[src/rtl/bicubic_win_ctrl_if.sv]
// Handshake/bus bundle between the bicubic fetch sequencer, source memory and delay chains.
interface bicubic_win_ctrl_if #(
    parameter int BIT = 8,
    parameter int AW  = 8,
    parameter int XW  = 4,
    parameter int YW  = 4
);
    logic           start;
    logic           busy;
    logic           done;
    logic           rd_en;
    logic [AW-1:0]  rd_addr;
    logic [BIT-1:0] rd_data;
    logic           win_ready;
    logic           shift_en;
    logic [BIT-1:0] shift_din;
    logic           win_valid;
    logic [XW-1:0]  win_x;
    logic [YW-1:0]  win_y;

    modport master (
        input  start, rd_data, win_ready,
        output busy, done, rd_en, rd_addr, shift_en, shift_din, win_valid, win_x, win_y
    );

    modport slave (
        output start, rd_data, win_ready,
        input  busy, done, rd_en, rd_addr, shift_en, shift_din, win_valid, win_x, win_y
    );
endinterface

[src/rtl/bicubic_win_ctrl.sv]
// Raster fetch sequencer: one read in flight, 1-entry skid under backpressure,
// presents each pixel once to the delay chains and flags complete 4x4 windows.
module bicubic_win_ctrl #(
    parameter int BIT   = 8,
    parameter int IMG_W = 16,
    parameter int IMG_H = 16,
    parameter int AW    = 8,
    parameter int XW    = 4,
    parameter int YW    = 4
) (
    input logic               CLK,
    input logic               RST,
    bicubic_win_ctrl_if.master bus
);
    localparam int N = IMG_W * IMG_H;

    typedef enum logic [1:0] {IDLE, FETCH, WAIT, DONE} state_t;

    state_t         state, state_nx;
    logic [AW-1:0]  fcnt;
    logic           rd_pend;
    logic           skid_full;
    logic [BIT-1:0] skid;
    logic [XW-1:0]  px;
    logic [YW-1:0]  py;
    logic           rd_en, shift_en, last_addr, last_pix;

    always_comb begin
        rd_en     = (state == FETCH) && bus.win_ready;
        // A pending return and a full skid are mutually exclusive, so at most one source.
        shift_en  = bus.win_ready && (rd_pend || skid_full);
        last_addr = (fcnt == AW'(N - 1));
        last_pix  = (px == XW'(IMG_W - 1)) && (py == YW'(IMG_H - 1));
        state_nx  = state;
        case (state)
            IDLE:    if (bus.start) state_nx = FETCH;
            FETCH:   if (rd_en && last_addr) state_nx = WAIT;
            WAIT:    if (shift_en && last_pix) state_nx = DONE;
            DONE:    state_nx = IDLE;
            default: state_nx = IDLE;
        endcase
    end

    always_ff @(posedge CLK or posedge RST) begin
        if (RST) begin
            state     <= IDLE;
            fcnt      <= '0;
            rd_pend   <= 1'b0;
            skid_full <= 1'b0;
            skid      <= '0;
            px        <= '0;
            py        <= '0;
        end else begin
            state   <= state_nx;
            rd_pend <= rd_en;
            if (state == IDLE && bus.start) begin
                fcnt <= '0;
                px   <= '0;
                py   <= '0;
            end else begin
                if (rd_en) fcnt <= fcnt + 1'b1;
                if (shift_en) begin
                    if (px == XW'(IMG_W - 1)) begin
                        px <= '0;
                        py <= py + 1'b1;
                    end else begin
                        px <= px + 1'b1;
                    end
                end
            end
            // Returned data that cannot be presented is parked; it drains on the next ready.
            if (rd_pend && !bus.win_ready) begin
                skid      <= bus.rd_data;
                skid_full <= 1'b1;
            end else if (skid_full && bus.win_ready) begin
                skid_full <= 1'b0;
            end
        end
    end

    assign bus.busy      = (state == FETCH) || (state == WAIT);
    assign bus.done      = (state == DONE);
    assign bus.rd_en     = rd_en;
    assign bus.rd_addr   = fcnt;
    assign bus.shift_en  = shift_en;
    assign bus.shift_din = shift_en ? (skid_full ? skid : bus.rd_data) : '0;
    assign bus.win_valid = shift_en && (px >= XW'(3)) && (py >= YW'(3));
    assign bus.win_x     = px;
    assign bus.win_y     = py;
endmodule
[src/flat_wrapper.sv]
// flat-port wrapper written by rule: the top's interface ports become plain ports
module bicubic_win_ctrl_flat 
#(
    parameter int BIT   = 8,
    parameter int IMG_W = 16,
    parameter int IMG_H = 16,
    parameter int AW    = 8,
    parameter int XW    = 4,
    parameter int YW    = 4
)
  (CLK, RST, bus_start, bus_rd_data, bus_win_ready, bus_busy, bus_done, bus_rd_en, bus_rd_addr, bus_shift_en, bus_shift_din, bus_win_valid, bus_win_x, bus_win_y);
  bicubic_win_ctrl_if #(.BIT(BIT), .AW(AW), .XW(XW), .YW(YW)) bus_i ();
  input logic CLK;
  input logic RST;
  input wire logic [$bits(bus_i.start)-1:0] bus_start;
  input wire logic [$bits(bus_i.rd_data)-1:0] bus_rd_data;
  input wire logic [$bits(bus_i.win_ready)-1:0] bus_win_ready;
  output wire logic [$bits(bus_i.busy)-1:0] bus_busy;
  output wire logic [$bits(bus_i.done)-1:0] bus_done;
  output wire logic [$bits(bus_i.rd_en)-1:0] bus_rd_en;
  output wire logic [$bits(bus_i.rd_addr)-1:0] bus_rd_addr;
  output wire logic [$bits(bus_i.shift_en)-1:0] bus_shift_en;
  output wire logic [$bits(bus_i.shift_din)-1:0] bus_shift_din;
  output wire logic [$bits(bus_i.win_valid)-1:0] bus_win_valid;
  output wire logic [$bits(bus_i.win_x)-1:0] bus_win_x;
  output wire logic [$bits(bus_i.win_y)-1:0] bus_win_y;
  assign bus_i.start = bus_start;
  assign bus_i.rd_data = bus_rd_data;
  assign bus_i.win_ready = bus_win_ready;
  assign bus_busy = bus_i.busy;
  assign bus_done = bus_i.done;
  assign bus_rd_en = bus_i.rd_en;
  assign bus_rd_addr = bus_i.rd_addr;
  assign bus_shift_en = bus_i.shift_en;
  assign bus_shift_din = bus_i.shift_din;
  assign bus_win_valid = bus_i.win_valid;
  assign bus_win_x = bus_i.win_x;
  assign bus_win_y = bus_i.win_y;
  bicubic_win_ctrl #(.BIT(BIT), .IMG_W(IMG_W), .IMG_H(IMG_H), .AW(AW), .XW(XW), .YW(YW)) u_core (.CLK(CLK), .RST(RST), .bus(bus_i));
endmodule
[config.mk]
export PLATFORM = sky130hd
export DESIGN_NAME = bicubic_win_ctrl_flat
export DESIGN_NICKNAME = d
export VERILOG_FILES = /design/src/rtl/bicubic_win_ctrl_if.sv /design/src/rtl/bicubic_win_ctrl.sv /design/src/flat_wrapper.sv
export SDC_FILE = /design/constraint.sdc
export NUM_CORES = 1
export LEC_CHECK = 0
export CORE_MARGIN = 2
export CORE_UTILIZATION = 43
export DETAILED_ROUTE_END_ITERATION = 12
export GPL_TIMING_DRIVEN = 0
export HOLD_SLACK_MARGIN = 0.03
export PLACE_DENSITY = 0.76
export SLEW_MARGIN = 20
export SYNTH_ARGS = -nofsm -noshare
export SYNTH_HDL_FRONTEND = slang
export SYNTH_SLANG_ARGS = --single-unit
[constraint.sdc]
create_clock -name CLK -period 2 [get_ports CLK]
set_clock_uncertainty 0.1 [all_clocks]
set_input_delay 0.3 -clock CLK [delete_from_list [all_inputs] [get_ports CLK]]
set_output_delay 0.3 -clock CLK [all_outputs]
set_load 0.01 [all_outputs]
==> results_dict.tcl, run 1 <==
set metrics [dict create \
    power.density_nw_per_um2 882 \
    num_antenna_cells 0 \
    cts_tree "built" \
    vias 1185 \
    synth_area_leader_cell "dfrtp_1" \
    r2r-end "u_core.state[1]$_DFFE_PP0P_" \
    postSynthAreaPerCell_sq_um 10.2 \
    hold_violations 0 \
    final-setup-viol-count 0 \
    clock_latency_ns 0.33 \
    relSlewSlack_pct 62.0 \
    synth_flop_cell "dfrtp_1" \
    grt_pass1_wl_microns 5180 \
    r2r-start "u_core.state[1]$_DFFE_PP0P_" \
    cp_max_fo 6 \
    reg2reg_slack_ns 0.10 \
    drive_gt1_share_pct 15.8 \
    drtPass1Iterations 4 \
    synth.area.mux_share_pct 12.4 \
    outcome "complete, no violations" \
    synth_edf_count 0 \
    ys_seq_area_share_pct 47.7 \
    fin_nets 217 \
    cts_sinks 28 \
    yosysTopAreaCellShare_pct 47.7 \
    max-vdd-ir-drop_mv 0.362 \
    reg2reg_depth 6 \
    synth_compound_area_share_pct 5.28 \
    dp.cells 230 \
    drt_drc_violations_left 0 \
    ctsHoldBuffers 0 \
    ys_warn_count 0 \
    initial_core_util_pct 44.4 \
    syn-num-nets 164 \
    ant_nets 0 \
    routabilityCongestion 0.749 \
    grt_pass1_vias 1135 \
    cts.clk_slew.worst_paths_ns 0.14 \
    ys_top_cells_by_area "dfrtp_1 (48%), ha_1 (6.8%), nor2_1 (6.1%)" \
    power_w 0.00181 \
    async_reset_ff_share_pct 100 \
    worstSetupStartpointType "register" \
    synthesis.area_sq_um 1470 \
    die_height_microns 62.4 \
    tns_ns 0 \
    syn_to_final_growth_pct 39.8 \
    endpoint_kind "output pin" \
    synthAdderAreaFrac_pct 6.81 \
    drv_slew 0 \
    min_path_type "input port to async pin" \
    grt_start_max_net_pins 29 \
    synth_top_family_by_area "simple AND/OR/NAND/NOR gates" \
    fin_util_pct 62.0 \
    cap_violations 0 \
    antenna_found_initial 0 \
    overflow 0 \
    synthXorXnorAreaFrac_pct 6.56 \
    io_buffers 40 \
    tightest_slew_ns 0.569 \
    cts_buffer_depth 2 \
    die_w_microns 62.4 \
    nFillCells 303 \
    yosysMostFrequentCell "dfrtp_1" \
    finalCriticalPeriod_ns 1.92 \
    synth.distinct_cells 27 \
    post-place-ws_ns -0.484 \
    wl_microns 3010 \
    numCtsBuffers 3 \
    root_buffer "clkbuf_4" \
    core_area_sq_um 3310 \
    postSynthCellCount 144 \
    max_freq_ghz 0.521 \
    drt_iter0_markers 38 \
    rows 21 \
    final-instance-count-excl-fill 242 \
    pin_count 41 \
    setup_ws_ns 0.0800 \
    hpwl_microns 2250 \
    cp.required_ns 1.60 \
    via_per_inst 4.90 \
    grt_use_total_pct 16.2 \
    htreeDepth 1 \
    path_class "register to output pin" \
    ys_top_cells_by_count "dfrtp_1 (28), nor2_1 (24), nand2_1 (10)" \
    worstPathArrival_ns 1.52 \
    fin_crit_sh_pct 96.0 \
    yosys.area_share.simple_pct 18.5 \
    die_area_sq_um 3900 \
    static-leakage-power_nw 0.963 \
    routedWlPerCell_microns 12.5 \
    synth.ff_latch_count 28 \
]
==> sequential cells by signal, summed over array words and instances (netlist names) <==
register            count
u_core.state            2
u_core.rd_pend          1
u_core.bus.win_x        4
u_core.skid             8
u_core.skid_full        1
u_core.bus.rd_addr      8
u_core.bus.win_y        4
==> layout by cell type, fill, tap and decap left out, types with 3 or more instances in the layout <==
master           synthesis  routed
xnor2_1                  3       3
clkbuf_4                 0       3
buf_4                    1       9
mux2_1                   5       5
ha_1                     8       7
clkdlybuf4s50_1          0      26
inv_2                    1       3
nor2_1                  24      24
dfrtp_1                 28      26
dlygate4sd2_1            0      12
mux2_2                   4       4
nor3_1                   5       5
a21oi_1                  7       7
nand3_1                  6       6
xor2_1                   8       8
nand2_1                 10      10
mux2i_1                  8       8
==> worst max-delay path, stage by stage, from the launching register on <==
cell           delay [ns]
dfrtp_2              0.43
buf_4                0.15
ha_4                 0.17
and2_4               0.16
dlygate4sd2_1        0.28
==> worst max-delay path by stage <==
stage | start | end | slack, ns | cells after the start
5_1_grt | u_core.bus.win_x[1]$_DFFE_PP0P_ | u_core.state[1]$_DFFE_PP0P_ | -0.003 | 5
3_3_place_gp | bus_win_ready | bus_win_valid | -0.45 | 5
4_1_cts | u_core.state[1]$_DFFE_PP0P_ | u_core.state[1]$_DFFE_PP0P_ | 0.008 | 6
3_5_place_dp | bus_win_ready | bus_win_valid | -0.48 | 5
6_report | u_core.state[0]$_DFFE_PP0P_ | bus_rd_en | 0.08 | 4
2_1_floorplan | u_core.state[1]$_DFFE_PP0P_ | u_core.state[1]$_DFFE_PP0P_ | 0.12 | 6
==> repair_timing <==
action | in CTS | in global routing
pin swaps | 1 | 1
gates resized for setup | 24 | 8
cloned | 0 | 0
endpoints found under the setup margin | 13 | 12
setup buffers | 5 | 4
==> kinds of logic after synthesis <==
| kind of cell | Yosys count |
|---|---|
| AOI/OAI and AO/OA | 12 |
| xor gates and xnor gates | 11 |
| adders and majority gates | 8 |
| buffers and inverters | 10 |
| DFF | 28 |
| muxes | 17 |
| and+or+nand+nor | 58 |
==> metrics by stage <==
step	hold slack, ns	cell area [sq um]
detailed placement	0.386	1930
finish	0.228	2050
global route	0.277	2050
CTS	0.306	2020
global placement	0.374	1930
floorplan	0.265	1470
==> where the power goes <==
part | internal, W | switching, W | leakage, nW | total (W)
clock network | 0.000112 | 0.000162 | 0.0210 | 0.000274
logic | 0.000396 | 0.000279 | 0.597 | 0.000675
registers | 0.000700 | 0.000161 | 0.345 | 0.000862
total | 0.00121 | 0.000603 | 0.963 | 0.00181
==> layout make-up <==
cell class              instances  area (sq um)  share of cell area [%]
repair buffers                 49           450                    21.9
clock buffers                   4          36.3                    1.77
multi-input cells             106           752                    36.6
flip-flops and latches         28           703                    34.2
plain buffers                   5          38.8                    1.89
well taps                      46          57.6                    2.80
inverters                       4          15.0                   0.731
==> per-layer routing <==
metal | global-route usage, % | vias to the layer above | routed length (microns)
li1 | - | 597 | -
met1 | 19.9 | 556 | 1340
met2 | 29.3 | 30 | 1530
met3 | 3.42 | 2 | 133
met4 | 3.33 | 0 | 16
met5 | 0 | - | 0
Power figures use the tool's default switching activity.
==> run 2: changes to the inputs <==
==> constraint.sdc (replaced) <==
create_clock -name CLK -period 2 [get_ports CLK]
set_clock_uncertainty 0.1 [all_clocks]
set_input_delay 0.3 -clock CLK [delete_from_list [all_inputs] [get_ports CLK]]
set_output_delay 0.3 -clock CLK [all_outputs]
set_load 0.005 [all_outputs]
==> run 2 against run 1 <==
Flip-flop and latch count did not move. Routed wire length rose by 4.9%. Critical path depth rose by 2. Critical endpoint is now u_core.state[1]$_DFFE_PP0P_.
==> results_dict.tcl, run 2 (same netlist as run 1, synthesis figures left out) <==
set metrics [dict create \
    hold_violations 0 \
    grt_pass1_wl_microns 5440 \
    ctsHoldBuffers 0 \
    outcome "complete, no violations" \
    wl_microns 3160 \
    rsz0062_at_grt "no" \
    drv_slew 0 \
    grt_use_total_pct 17.3 \
    drt_drc_violations_left 0 \
    die_w_microns 62.4 \
    rows 21 \
    root_buffer "clkbuf_4" \
    relSlewSlack_pct 62.3 \
    drt_iter0_markers 20 \
    antenna_found_initial 0 \
    most-common-layout-cells "dfrtp_1 (27), clkdlybuf4s50_1 (26), nor2_1 (24)" \
    hpwl_microns 2250 \
    final-setup-viol-count 0 \
    worstSetupStartpointType "register" \
    static-leakage-power_nw 0.972 \
    crit_path_top_delay_cell "dfrtp_1" \
    fin_util_pct 62.7 \
    die_height_microns 62.4 \
    numCtsBuffers 3 \
    dp.cells 230 \
    worstPathArrival_ns 2.04 \
    pin_count 41 \
    core_area_sq_um 3310 \
    grt_pass1_vias 1191 \
    cts_tree "built" \
    tightest_slew_ns 0.565 \
    io_buffers 40 \
    power.density_nw_per_um2 851 \
    clock_latency_ns 0.32 \
    die_area_sq_um 3900 \
    max_freq_ghz 0.522 \
    ant_nets 0 \
    overflow 0 \
    syn_to_final_growth_pct 41.2 \
    grt_start_max_net_pins 29 \
    post-place-ws_ns -0.449 \
    routedWlPerCell_microns 13.0 \
    cp_max_fo 3 \
    whs_ns 0.234 \
    cts.clk_slew.worst_paths_ns 0.15 \
    cap_violations 0 \
    drive_gt1_share_pct 15.7 \
    path_class "register to register" \
    cts_sinks 28 \
    final_area_sq_um 2070 \
    htreeDepth 1 \
    path_cells "inv_2 > ha_4 > and4_1 > nand3_1 > a221oi_2 > mux2_1" \
    via_per_inst 4.93 \
    routabilityCongestion 0.749 \
    min_path_type "input port to async pin" \
    final_common_cell "dfrtp_1" \
    initial_core_util_pct 44.4 \
    placed_cell_area_sq_um 1930 \
    max-vdd-ir-drop_mv 0.345 \
    fin_nets 218 \
    final-instance-count-excl-fill 243 \
    cp.required_ns 2.12 \
    setup_ws_ns 0.0859 \
    critPathMaxStageDelay_ns 0.42 \
    drtPass1Iterations 4 \
    endpoint_kind "register" \
    finalCriticalPeriod_ns 1.91 \
    num_antenna_cells 0 \
    fin_crit_sh_pct 95.7 \
    vias 1198 \
    cts_buffer_depth 2 \
]
run 2: worst max-delay path: cells and delay by family (launching register included):
kind | cells | cell delay (ns)
compound gates | 1 | 0.31
fa+ha+maj | 1 | 0.15
buf+inv | 1 | 0.10
flops | 1 | 0.42
mux | 1 | 0.36
simple gates | 2 | 0.37
run 2: stage by stage:
step	total power, W	TNS, ns
6_report	0.00176	0
5_1_grt	0.00191	0
4_1_cts	0.00177	0
3_5_place_dp	0.00146	-3.56
3_3_place_gp	0.00143	-3.18
2_1_floorplan	0.00112	0
run 2: final timing paths:
check / start / endpoint / slack, ns / cells past startpoint
min reg2reg: u_core.skid[6]$_DFFE_PP0P_ / u_core.skid[6]$_DFFE_PP0P_ / 0.41 / 1
min in group CLK: bus_win_ready / u_core.skid_full$_DFFE_PP0P_ / 0.31 / 2
max in group asynchronous: RST / u_core.state[0]$_DFFE_PP0P_ / 1.17 / 2
min: RST / u_core.rd_pend$_DFF_PP0_ / 0.23 / 2
max reg2reg: u_core.state[1]$_DFFE_PP0P_ / u_core.state[1]$_DFFE_PP0P_ / 0.09 / 6
max: u_core.state[1]$_DFFE_PP0P_ / u_core.state[1]$_DFFE_PP0P_ / 0.09 / 6
run 2: timing repair:
action,4_1_cts,5_1_grt
pin swaps,1,1
resized for setup,24,6
cloned,0,0
endpoints found under the setup margin,13,7
buffers inserted,9,1
run 2: area by class of cell:
type,count,area (sq um)
flip-flops and latches,28,702
multi-input cells,106,757
inverters,4,15.0
clock buffers,4,36.3
repair buffers,50,469
well taps,46,57.6
plain buffers,5,37.5
fillers,298,1240
run 2: layer usage:
metal	vias to the layer above	track usage [%]	share of wire, %
met1	555	20.4	44
met3	9	3.42	4.1
met5	-	0	0
met4	0	5.00	2.0
met2	37	31.7	50
li1	597	-	-
run 2: power breakdown:
| part | switching [W] | total, W | internal [W] | leakage [nW] |
|---|---|---|---|---|
| Clock | 0.000158 | 0.000270 | 0.000111 | 0.0210 |
| Combinational | 0.000241 | 0.000634 | 0.000393 | 0.605 |
| Sequential | 0.000161 | 0.000860 | 0.000699 | 0.346 |
| Total | 0.000560 | 0.00176 | 0.00120 | 0.972 |
==> variant 1: new RTL, config.mk and constraints of run 1 <==
Re-encode `state_t` (4 states) as one-hot, 4 bits wide.
--- a/src/rtl/bicubic_win_ctrl.sv
+++ b/src/rtl/bicubic_win_ctrl.sv
@@ -14,7 +14,7 @@
 );
     localparam int N = IMG_W * IMG_H;
 
-    typedef enum logic [1:0] {IDLE, FETCH, WAIT, DONE} state_t;
+    typedef enum logic [3:0] {IDLE = 4'b0001, FETCH = 4'b0010, WAIT = 4'b0100, DONE = 4'b1000} state_t;
 
     state_t         state, state_nx;
     logic [AW-1:0]  fcnt;
Function: same outputs for any inputs over 10 cycles, from zero or initial values and one cycle with RST high; not proved beyond that.
==> variant 1 against run 1 <==
- the flow now finishes with violations (negative setup slack)
- wire length up 29%
- synthesized cell count up 4.9%
- register-to-register slack lost 0.15 ns
- sequential cell count is 2 higher
- final area increased by 5.8%
- die area up 5.3%
- synthesized area rose by 5.7%
- count of clock-buffer cells in the layout is 4 higher
- worst setup slack got worse by 0.17 ns
- via count rose by 19%
- critical path type unchanged
- critical endpoint unchanged
- highest routed layer unchanged
Power is not compared: it rests on default switching activity, and its combinational part moved more than twofold at a synthesized area within 25%.
==> variant 1: results (changes against run 1) <==
Status
  • Status: complete, but fails checks
  • Failing checks: negative setup slack

Place
  • Post-DP HPWL: 2650 microns (+18%)
  • Port bufs: 39 (-2.5%)
  • RePlAce Congestion: 0.748 (-0.12%)
  • Dpl cell area: 2000 sq um (+3.8%)
  • DP Cell Count: 236 (+2.6%)

Timing
  • Final setup vio count: 3 (+3)
  • Worst-Margin Slew: 0.728 ns (+0.159 ns)
  • Worst setup margin: -0.0853 ns (-0.165 ns)
  • Setup Total Neg Slack: -0.163 ns (-0.163 ns)
  • Worst hold margin: 0.258 ns (+0.0297 ns)

Job
  • Maximum capacitance violations: 0 (unchanged)

Detailed routing
  • DR pass1 iterations: 5 (+1)
  • Max layer used: met4
  • Initial drt markers: 81 (+110%)
  • Met2 WL: 2040 microns (+33%)
  • Vias/cell: 5.59 (+14%)
  • Total wire length: 3900 microns (+29%)
  • Wl on met1: 1590 microns (+19%)
  • Met3 WL: 216 microns (+62%)

Setup path
  • Critical Path Max Stage Delay: 0.57 ns (+0.14 ns)
  • Critical R2R Capture: u_core.bus.rd_addr[5]$_DFFE_PP0P_
  • Worst-path maximum fanout: 4 (-2)
  • R2r setup slk: -0.05 ns (-0.15 ns)
  • CP delay by family, top: simple AND/OR/NAND/NOR gates
  • Worst path slowest cell: or4b_4
  • Worst Setup SP: u_core.state[3]$_DFFE_PP0P_

Finish
  • Layout cells sized above 1: 21.8% (+6.0 points)
  • Fill cells: 305 (+0.66%)
  • Diodes inserted: 0 (unchanged)

Hold path
  • Worst hold path type: primary input to async pin

Clocking
  • Clock buffer count from CTS: 5 (+2)
  • Worst-skew pair later-pin latency: 0.33 ns (about the same)
  • Total number of H-tree levels: 2 (+1)
  • Reg clk slew, reported paths: 0.10 ns (-0.04 ns)

Global routing
  • Met3 Track Usage GR: 7.75% (+4.3 points)
  • GR Util met2: 36.8% (+7.5 points)
  • Global-route wire length before repair: 6750 microns (+30%)
  • Number of global-route vias before repair: 1450 (+28%)
  • Largest net degree at the start of global routing: 31 (+6.9%)
  • Met1 GRT Util: 24.9% (+5.0 points)
  • GRT Util Overall: 21.4% (+5.2 points)

Synthesis
  • Compound-cell area share of the yosys netlist: 11.8% (+6.5 points)
  • Synth top area cells: dfrtp_1, mux2i_1, mux2_2, a21oi_1, nor2_1
  • Synth Area in Adders: 2.42% (-4.4 points)
  • Sequential area share after synthesis: 48.4% (+0.73 points)
  • Post-synthesis xor/xnor area fraction: 1.13% (-5.4 points)
  • Post-synthesis cell type count: 34 (+26%)
  • Mux share of post-synthesis cell area: 12.9% (+0.54 points)
  • Mapped Nets: 166 (+1.2%)
-- variant 1: changes by cell type after synthesis, sizes merged, moves of 3 or more --
cell   delta
a21oi     +5
o31ai     +4
ha        -5
and4      -3
o21ai     +7
mux2i     +3
nor2     -10
xor2      -7
or4       +4
or3       +3
nand2     -5
-- variant 1: area by class of cell --
cell class              count  share of cell area, %
multi-input cells         109                   35.4
flip-flops and latches     30                   34.8
repair buffers             49                   20.8
clock buffers               8                   3.63
well taps                  46                   2.65
plain buffers               5                   1.90
inverters                   5                  0.864
-- variant 1: report_power, final --
group	total, mW	internal, mW	switching (mW)	leakage (nW)
sequential	0.629	0.618	0.0113	0.398
combinational	0.0763	0.0409	0.0353	0.515
clock	0.447	0.240	0.207	0.0446
-- variant 1: repair_timing --
item | 4_1_cts | 5_1_grt
resized for setup | 36 | 7
pin swaps | 2 | 5
setup endpoints to repair | 15 | 18
setup buffers | 6 | 4
==> variant 2: new RTL, flow settings as in run 1 <==
Without the edit above. `AW` is set to 8 in 3 places; all go to 9.
--- a/src/rtl/bicubic_win_ctrl_if.sv
+++ b/src/rtl/bicubic_win_ctrl_if.sv
@@ -1,7 +1,7 @@
 // Handshake/bus bundle between the bicubic fetch sequencer, source memory and delay chains.
 interface bicubic_win_ctrl_if #(
     parameter int BIT = 8,
-    parameter int AW  = 8,
+    parameter int AW  = 9,
     parameter int XW  = 4,
     parameter int YW  = 4
 );
--- a/src/rtl/bicubic_win_ctrl.sv
+++ b/src/rtl/bicubic_win_ctrl.sv
@@ -4,7 +4,7 @@
     parameter int BIT   = 8,
     parameter int IMG_W = 16,
     parameter int IMG_H = 16,
-    parameter int AW    = 8,
+    parameter int AW    = 9,
     parameter int XW    = 4,
     parameter int YW    = 4
 ) (
--- a/src/flat_wrapper.sv
+++ b/src/flat_wrapper.sv
@@ -4,7 +4,7 @@
     parameter int BIT   = 8,
     parameter int IMG_W = 16,
     parameter int IMG_H = 16,
-    parameter int AW    = 8,
+    parameter int AW    = 9,
     parameter int XW    = 4,
     parameter int YW    = 4
 )
Ports: changed (resized bus_rd_addr); port bits go from 41 to 42. The function was not compared with the original's and may differ.
==> variant 2 against run 1 <==
- synthesized area is 5.5% higher
- die area is 5.1% higher
- wire length is 21% higher
- sequential cell count is 1 higher
- critical path depth is 1 higher
- count of clock-buffer cells in the layout is 3 higher
- worst hold slack better by 0.046 ns
- sequential power is 8.9% higher
- final area is 7.1% higher
- via count is 8.9% higher
- synthesized cell count is 3.5% higher
- worst setup slack worse by 0.012 ns
- power is 42% higher
- clock power is 85% higher
- critical endpoint is now bus_shift_din[0]
==> variant 2: results (changes against run 1) <==
Status
  • Status: finished, final reports clean

Synthesis
  • Biggest area consumer among synthesized cells: dfrtp_1
  • Post-synthesis cell type count: 34 (+26%)
  • Synth top area cells: dfrtp_1, ha_1, mux2i_1, nor2_1, mux2_2
  • Sequential area share after synthesis: 46.8% (-0.85 points)
  • Mapped Nets: 170 (+3.7%)
  • List of most frequent post-synthesis cells: dfrtp_1, nor2_1, nand2_1, ha_1, mux2i_1

Setup path
  • Critical Path Max Stage Delay: 0.41 ns (-0.02 ns)
  • Critical R2R Capture: u_core.state[1]$_DFFE_PP0P_
  • RR Startpoint: u_core.bus.rd_addr[3]$_DFFE_PP0P_
  • Worst path slowest cell: dfrtp_1
  • R2r setup slk: 0.17 ns (+0.07 ns)
  • Worst-path maximum fanout: 9 (+3)
  • Reg2Reg Depth: 8 (+2)

Detailed routing
  • Initial drt markers: 25 (-34%)
  • Total wire length: 3630 microns (+21%)
  • Drt drc: 0 (unchanged)
  • Vias/cell: 5.12 (+4.6%)

Global routing
  • GRT Util Overall: 19.0% (+2.8 points)
  • Number of global-route vias before repair: 1324 (+17%)
  • Global-route wire length before repair: 5930 microns (+15%)
  • Largest net degree at the start of global routing: 30 (+3.4%)

Timing
  • Slew HR: 59.7% (-2.3 points)
  • Worst hold margin: 0.274 ns (+0.0460 ns)

Power
  • Pint: 1.68 mW (+39%)
  • Leakage: 0.999 nW (+3.7%)
  • Maximum vdd drop: 823 uV (+130%)

Place
  • Port bufs: 41 (+2.5%)
  • Dpl cell area: 2020 sq um (+4.7%)
  • Post-DP HPWL: 2530 microns (+13%)
  • RePlAce Congestion: 0.762 (+1.8%)

Clocking
  • Reg clk slew, reported paths: 0.09 ns (-0.05 ns)
  • Clock buffer count from CTS: 5 (+2)
  • Total number of H-tree levels: 2 (+1)
  • Worst-skew pair later-pin latency: 0.34 ns

Finish
  • Layout cells sized above 1: 19.9% (+4.1 points)
  • Fill cells: 288 (-5.0%)
  • Final nets: 226 (+4.1%)
==> variant 2: cell types whose count changed after synthesis, sizes merged, moves of 2 or more <==
cell    delta
and4       -3
buf        +4
clkbuf     -4
nand2      +2
nand3      -3
o21ai      +2
or3        +2
xor2       -2
==> variant 2: final cells by class <==
type,instances,area (sq um),share of cell area (%)
Multi-Input combinational cell,109,795,36.1
Sequential cell,29,726,33.0
Timing Repair Buffer,49,462,21.0
Tap cell,46,57.6,2.62
Buffer,6,56.3,2.56
Clock buffer,7,55.1,2.50
Clock inverter,1,30.0,1.37
Inverter,5,18.8,0.853
==> variant 2: power by group through the flow <==
stage / clock [mW] / sequential [mW] / combinational [mW]
2_1_floorplan: 0 / 0.970 / 0.510
3_3_place_gp: 0 / 0.938 / 0.964
3_5_place_dp: 0 / 0.949 / 1.01
4_1_cts: 0.514 / 0.937 / 1.02
5_1_grt: 0.555 / 0.964 / 1.22
6_report: 0.507 / 0.939 / 1.13
==> variant 2: worst register-to-register path: cells and delay by family, from the launching register on <==
| family | cells | cell delay, ns |
|---|---|---|
| fa+ha+maj | 1 | 0.15 |
| flops | 1 | 0.42 |
| simple gates | 5 | 0.56 |
| mux | 1 | 0.31 |
| compound gates | 1 | 0.17 |
==> variant 2: what timing repair did <==
item,CTS,global route
endpoints found under the setup margin,12,21
buffers inserted,4,4
resized for setup,18,13
cloned,0,0
==> variant 2: how the worst max path moves through the flow <==
stage / from / to / cells past startpoint
after floorplan: u_core.bus.rd_addr[0]$_DFFE_PP0P_ / u_core.state[1]$_DFFE_PP0P_ / 8
after global placement: bus_win_ready / bus_win_valid / 5
after detailed placement: bus_win_ready / bus_win_valid / 5
after CTS: u_core.state[1]$_DFFE_PP0P_ / bus_rd_en / 5
after global routing: u_core.skid_full$_DFFE_PP0P_ / bus_shift_din[3] / 5
final: u_core.skid_full$_DFFE_PP0P_ / bus_shift_din[0] / 5
==> variant 2: metal layers <==
metal  GRT usage, %  vias up  wire length, microns
met4           4.89        0                    40
met3           5.99        5                   176
li1               -      615                     -
met2           33.6       44                  1900
met1           22.1      627                  1510
met5              0        -                     0
==> variant 2: metrics by stage <==
stage / instances / setup slack [ns]
floorplan: 149 / 0.246
global placement: 236 / -0.367
detailed placement: 236 / -0.404
CTS: 248 / 0.0209
global route: 252 / -0.0113
finish: 252 / 0.0685
==> variant 2: cells by family (layout without fill, tap and decap cells) <==
group                      Yosys count  after routing  share of synthesized area [%]
DFF                                 29             29                           46.9
AOI/OAI and AO/OA                   16             16                           6.38
muxes                               18             18                           12.6
and+or+nand+nor                     56             56                           16.9
buffers and inverters               11             68                           4.36
adders and majority gates            9              9                           7.27
xor gates and xnor gates            10             10                           5.65
